$ cat config.mk
export PLATFORM = sky130hd
export DESIGN_NAME = pc_fetch_flat
export DESIGN_NICKNAME = d
export VERILOG_FILES = /design/src/rtl/pc_fetch_if.sv /design/src/rtl/pc_fetch.sv /design/src/flat_wrapper.sv
export SDC_FILE = /design/constraint.sdc
export NUM_CORES = 1
export LEC_CHECK = 0
export BUFFER_PORTS_ARGS = -buffer_cell sky130_fd_sc_hd__buf_2
export CORE_MARGIN = 2
export CORE_UTILIZATION = 35
export CTS_CLUSTER_SIZE = 10
export DETAILED_ROUTE_END_ITERATION = 7
export PLACE_DENSITY_LB_ADDON = 0.2
export SETUP_SLACK_MARGIN = 0.3
export SYNTH_ARGS = -nofsm -noshare
export SYNTH_HDL_FRONTEND = slang
export SYNTH_SLANG_ARGS = --single-unit
$ cat constraint.sdc
create_clock -name clk -period 3.1 [get_ports clk]
set_clock_uncertainty 0.05 [all_clocks]
set_input_delay 0.155 -clock clk [delete_from_list [all_inputs] [get_ports clk]]
set_output_delay 0.155 -clock clk [all_outputs]
set_load 0.01 [all_outputs]
$ cat src/rtl/pc_fetch_if.sv
// Fetch-stage bus between pc_fetch and its harness: control in, PC/instruction out.
// jump_count exists only when PC_FETCH_JUMP_CNT_EN is defined.
interface pc_fetch_if #(
   parameter int pc_width   = 10,
   parameter int inst_width = 9,
   parameter int cnt_width  = 16
);
   logic                  start;
   logic                  stall;
   logic                  jump;
   logic [pc_width-1:0]   jump_target;
   logic                  halt_req;
   logic [inst_width-1:0] inst_mem_data;
   logic [pc_width-1:0]   pc;
   logic [inst_width-1:0] inst_out;
   logic                  inst_valid;
   logic                  halted;
   logic [cnt_width-1:0]  cycle_count;
`ifdef PC_FETCH_JUMP_CNT_EN
   logic [7:0]            jump_count;
`endif

   modport master (
      output start, stall, jump, jump_target, halt_req, inst_mem_data,
`ifdef PC_FETCH_JUMP_CNT_EN
      input  jump_count,
`endif
      input  pc, inst_out, inst_valid, halted, cycle_count
   );

   modport slave (
      input  start, stall, jump, jump_target, halt_req, inst_mem_data,
`ifdef PC_FETCH_JUMP_CNT_EN
      output jump_count,
`endif
      output pc, inst_out, inst_valid, halted, cycle_count
   );
endinterface

$ cat src/rtl/pc_fetch.sv
// Instruction fetch stage: PC, registered instruction, taken-jump bubble, run/halt, cycle counter.
// Define PC_FETCH_JUMP_CNT_EN to add an 8-bit saturating count of accepted jumps.
module pc_fetch #(
   parameter int pc_width   = 10,
   parameter int inst_width = 9,
   parameter int start_addr = 0,
   parameter int cnt_width  = 16
) (
   input logic         clk,
   input logic         reset,
   pc_fetch_if.slave   bus
);
   typedef enum logic [1:0] {S_IDLE, S_RUN, S_FLUSH, S_HALT} state_t;

   localparam logic [pc_width-1:0] LP_START = pc_width'(start_addr);

   state_t                r_state, w_state;
   logic [pc_width-1:0]   r_pc, w_pc;
   logic [inst_width-1:0] r_inst, w_inst;
   logic                  r_vld, w_vld;
   logic [cnt_width-1:0]  r_cnt;
   logic                  w_fetch, w_jump_acc, w_counting;

   always_comb begin
      w_state    = r_state;
      w_pc       = r_pc;
      w_inst     = r_inst;
      w_vld      = r_vld;
      w_fetch    = 1'b0;
      w_jump_acc = 1'b0;
      case (r_state)
         S_IDLE: if (bus.start) w_state = S_RUN;
         S_RUN: begin
            if (bus.halt_req) begin
               w_state = S_HALT;
               w_vld   = 1'b0;
            end else if (bus.jump && r_vld) begin
               // redirect beats stall; the bubble is the FLUSH cycle
               w_state    = S_FLUSH;
               w_pc       = bus.jump_target;
               w_vld      = 1'b0;
               w_jump_acc = 1'b1;
            end else if (!bus.stall) begin
               w_fetch = 1'b1;
            end
         end
         S_FLUSH: begin
            if (bus.halt_req) begin
               w_state = S_HALT;
               w_vld   = 1'b0;
            end else if (!bus.stall) begin
               w_fetch = 1'b1;
               w_state = S_RUN;
            end
         end
         S_HALT: ;
         default: w_state = S_IDLE;
      endcase
      if (w_fetch) begin
         w_inst = bus.inst_mem_data;
         w_vld  = 1'b1;
         w_pc   = r_pc + pc_width'(1);
      end
   end

   assign w_counting = (r_state == S_RUN) || (r_state == S_FLUSH);

   always_ff @(posedge clk) begin
      if (reset) begin
         r_state <= S_IDLE;
         r_pc    <= LP_START;
         r_inst  <= '0;
         r_vld   <= 1'b0;
         r_cnt   <= '0;
      end else begin
         r_state <= w_state;
         r_pc    <= w_pc;
         r_inst  <= w_inst;
         r_vld   <= w_vld;
         if (w_counting && (r_cnt != '1)) r_cnt <= r_cnt + cnt_width'(1);
      end
   end

`ifdef PC_FETCH_JUMP_CNT_EN
   logic [7:0] r_jcnt;
   always_ff @(posedge clk) begin
      if (reset)                           r_jcnt <= '0;
      else if (w_jump_acc && r_jcnt != '1) r_jcnt <= r_jcnt + 8'd1;
   end
   assign bus.jump_count = r_jcnt;
`else
   logic w_unused_jump_acc;
   assign w_unused_jump_acc = w_jump_acc;
`endif

   assign bus.pc          = r_pc;
   assign bus.inst_out    = r_inst;
   assign bus.inst_valid  = r_vld;
   assign bus.halted      = (r_state == S_HALT);
   assign bus.cycle_count = r_cnt;
endmodule
$ cat src/flat_wrapper.sv
// flat-port wrapper written by rule: the top's interface ports become plain ports
module pc_fetch_flat 
#(
   parameter int pc_width   = 10,
   parameter int inst_width = 9,
   parameter int start_addr = 0,
   parameter int cnt_width  = 16
)
  (clk, reset, bus_start, bus_stall, bus_jump, bus_jump_target, bus_halt_req, bus_inst_mem_data, bus_pc, bus_inst_out, bus_inst_valid, bus_halted, bus_cycle_count);
  pc_fetch_if #(.pc_width(pc_width), .inst_width(inst_width), .cnt_width(cnt_width)) bus_i ();
  input logic clk;
  input logic reset;
  input wire logic [$bits(bus_i.start)-1:0] bus_start;
  input wire logic [$bits(bus_i.stall)-1:0] bus_stall;
  input wire logic [$bits(bus_i.jump)-1:0] bus_jump;
  input wire logic [$bits(bus_i.jump_target)-1:0] bus_jump_target;
  input wire logic [$bits(bus_i.halt_req)-1:0] bus_halt_req;
  input wire logic [$bits(bus_i.inst_mem_data)-1:0] bus_inst_mem_data;
  output wire logic [$bits(bus_i.pc)-1:0] bus_pc;
  output wire logic [$bits(bus_i.inst_out)-1:0] bus_inst_out;
  output wire logic [$bits(bus_i.inst_valid)-1:0] bus_inst_valid;
  output wire logic [$bits(bus_i.halted)-1:0] bus_halted;
  output wire logic [$bits(bus_i.cycle_count)-1:0] bus_cycle_count;
  assign bus_i.start = bus_start;
  assign bus_i.stall = bus_stall;
  assign bus_i.jump = bus_jump;
  assign bus_i.jump_target = bus_jump_target;
  assign bus_i.halt_req = bus_halt_req;
  assign bus_i.inst_mem_data = bus_inst_mem_data;
  assign bus_pc = bus_i.pc;
  assign bus_inst_out = bus_i.inst_out;
  assign bus_inst_valid = bus_i.inst_valid;
  assign bus_halted = bus_i.halted;
  assign bus_cycle_count = bus_i.cycle_count;
  pc_fetch #(.pc_width(pc_width), .inst_width(inst_width), .start_addr(start_addr), .cnt_width(cnt_width)) u_core (.clk(clk), .reset(reset), .bus(bus_i));
endmodule
==> impl_metrics.tcl <==
set metrics [dict create \
    dr.pass1.iters 5 \
    rsz0062_at_grt "false" \
    hold_viol_final 0 \
    path_class "register to register" \
    r2r_slack_ns 0.58 \
    numCtsBuffers 5 \
    synth_enable_flop_cells 0 \
    cts_setup_buffers 0 \
    finalPower_mw 1.05 \
    synth_top_area_cell "dfxtp_1" \
    drc_errors 0 \
    setup_ws_ns 0.580 \
    max_stage_delay_ns 0.51 \
    path_max_fanout 20 \
    via_per_inst 5.25 \
    synth-async-reset-ratio 0 \
    peakVddDrop_mv 0.234 \
    htree_levels 2 \
    ioPinCount 62 \
    ant_nets 0 \
    cts_tree "done" \
    r2r_cells 7 \
    setup_viol 0 \
    timing.rr.end "u_core.bus.pc[6]" \
    syn_nets 270 \
    yosysSeqAreaShare 0.383 \
    io_buffers 61 \
    cp-start-kind "register" \
    grt_max_degree 46 \
    postCtsHoldBufs 0 \
    cts.sinks 38 \
    clkTransAtPathRegs_ns 0.08 \
    syn_avg_cell_area_sq_um 8.30 \
    die_w_um 79.3 \
    slew_violations 0 \
    cts-root-buf "clkbuf_8" \
    vias 1954 \
    synth_top_area_share 0.383 \
    antenna_found_initial 0 \
    fp.dieArea_sq_um 6290 \
    dpl.hpwl_mm 3.57 \
    core_sq_um 5510 \
    post_drt_wl_per_cell_um 13.5 \
    hold_path.class "input port to register" \
    p_leak_nw 0.991 \
    powerDensity_nw_per_um2 432 \
    clk_latency_ns 0.28 \
    fin_crit_ns 2.52 \
    n_antenna_cell 0 \
    final_cell_mix "buf_2 (61), dfxtp_1 (38), nand2_1 (28), a21oi_1 (23), nor2_1 (20)" \
    syn_area_sq_um 1980 \
    max_slew_margin 0.463 \
    area_delta_synth_final_pct 23.0 \
    critPathTopFamily "compound AO/OA/AOI/OAI gates" \
    tightest_slew_ns 0.806 \
    slowest_stage "ha_1" \
    grt_pass1_wl_mm 8.24 \
    cp_data_arrival_time_ns 2.61 \
    cp_cell_sequence "inv_1, ha_1, or3b_4, a21oi_1, buf_4, nor3_1, a2111oi_0" \
    yosysWarnings 0 \
    max_cap_violations 0 \
    r2r-start "u_core.r_state[0]" \
    wl_mm 5.03 \
    crit_buf_inv 2 \
    netlist_instances 239 \
    outcome "finished, final reports clean" \
    post-route-period-util 0.813 \
    fmax_mhz 397 \
    globalRouteOverflowTotal 0 \
    chipHeight_um 79.3 \
    grt.total_usage 0.163 \
    gp_congestion 0.786 \
    ys_seq_elements 38 \
    nNetsFinal 330 \
    synthFlopType "dfxtp_1" \
    first_iter_violations 137 \
    grt_pass1_vias 1773 \
    cts_resized 0 \
    clockBufferDepth 2 \
    end_kind "register" \
    place_ws_ns 0.617 \
    start_util 0.360 \
    final_layout_size_suffix_gt1_frac 0.263 \
    path_depth 7 \
    ys_top_cells_by_area "dfxtp_1 (38%), a21oi_1 (5.8%), nand2_1 (5.3%), ha_1 (3.8%), nor2_1 (3.8%)" \
    synth.distinct_cells 51 \
    setup.worst_path.end "u_core.bus.pc[6]" \
    cp.required_ns 3.19 \
    layout_commonest_cell "buf_2" \
    fin_tns_setup_ns 0 \
    startpoint "u_core.r_state[0]" \
    std_cell_rows 27 \
]
metrics by stage:
step,cells,util,area [sq um],hold slack (ns)
floorplan,239,-,1980,0.241
global placement,364,0.427,2350,0.350
detailed placement,364,0.427,2350,0.355
CTS,372,0.443,2440,0.0456
global route,372,0.443,2440,0.0500
finish,372,0.443,2440,0.0582
kinds of logic after synthesis:
logic type,count (synthesis),synth area share
XOR/XNOR,4,0.0177
multiplexers,7,0.0378
AND/OR/NAND/NOR,101,0.262
adder cells (fa/ha/maj),6,0.0378
buffers and inverters,19,0.0378
flip-flops,38,0.383
AO/OA/AOI/OAI,64,0.224
layer usage:
layer  global-route usage  up-vias  wire, um
li1                     -      999         -
met1                0.218      894      2480
met2                0.269       59      2260
met3               0.0318        2       265
met4               0.0466        0        24
met5                    0        -         0
Yosys cell counts (2+ instances only):
library cell	instances
dfxtp_1	38
nand2_1	28
a21oi_1	23
nor2_1	20
nand3_1	13
inv_1	10
nor3_1	8
o21ai_0	7
ha_1	6
nor2b_1	6
clkbuf_1	5
nand2b_1	5
nand4_1	5
a22oi_1	4
a211oi_1	3
a221oi_1	3
a31oi_1	3
buf_2	3
mux2_2	3
mux2i_1	3
o22ai_1	3
or3_1	3
or4_1	3
xnor2_1	3
a2111oi_0	2
and4_1	2
o211ai_1	2
o31a_1	2
how the worst min path moves through the flow:
stage,from,endpoint,slack [ns],depth (start not counted)
after detailed placement,bus_inst_mem_data[1],u_core.bus.inst_out[1],0.36,3
final,bus_inst_mem_data[1],u_core.bus.inst_out[1],0.06,3
after global routing,bus_inst_mem_data[0],u_core.bus.inst_out[0],0.05,3
after global placement,bus_inst_mem_data[1],u_core.bus.inst_out[1],0.35,3
after CTS,bus_inst_mem_data[1],u_core.bus.inst_out[1],0.05,3
after floorplan,bus_inst_mem_data[0],u_core.bus.inst_out[0],0.24,2
power by group:
group / total (mW) / internal (mW) / switching, mW
Combinational: 0.177 / 0.0768 / 0.100
Sequential: 0.528 / 0.505 / 0.0225
Clock: 0.350 / 0.180 / 0.170
flip-flops by register name, summed over array words and instances (netlist names):
name                    count
u_core.bus.cycle_count     16
u_core.bus.inst_out         9
u_core.bus.inst_valid       1
u_core.bus.pc              10
u_core.r_state              2
final cells by class:
type | count | area (sq um)
Multi-Input combinational cell | 182 | 1150
Timing Repair Buffer | 62 | 313
Tap cell | 72 | 90.1
Fill cell | 567 | 3070
Sequential cell | 38 | 761
Clock inverter | 1 | 5.00
Clock buffer | 7 | 86.3
Inverter | 10 | 37.5
worst reg2reg max path, cell delays in order (launching register included):
cell and delay (ns):
dfxtp_1 0.38, inv_1 0.08, ha_1 0.51, or3b_4 0.45
a21oi_1 0.12, buf_4 0.25, nor3_1 0.08, a2111oi_0 0.46
No activity file was read; power rests on OpenSTA's default activity.
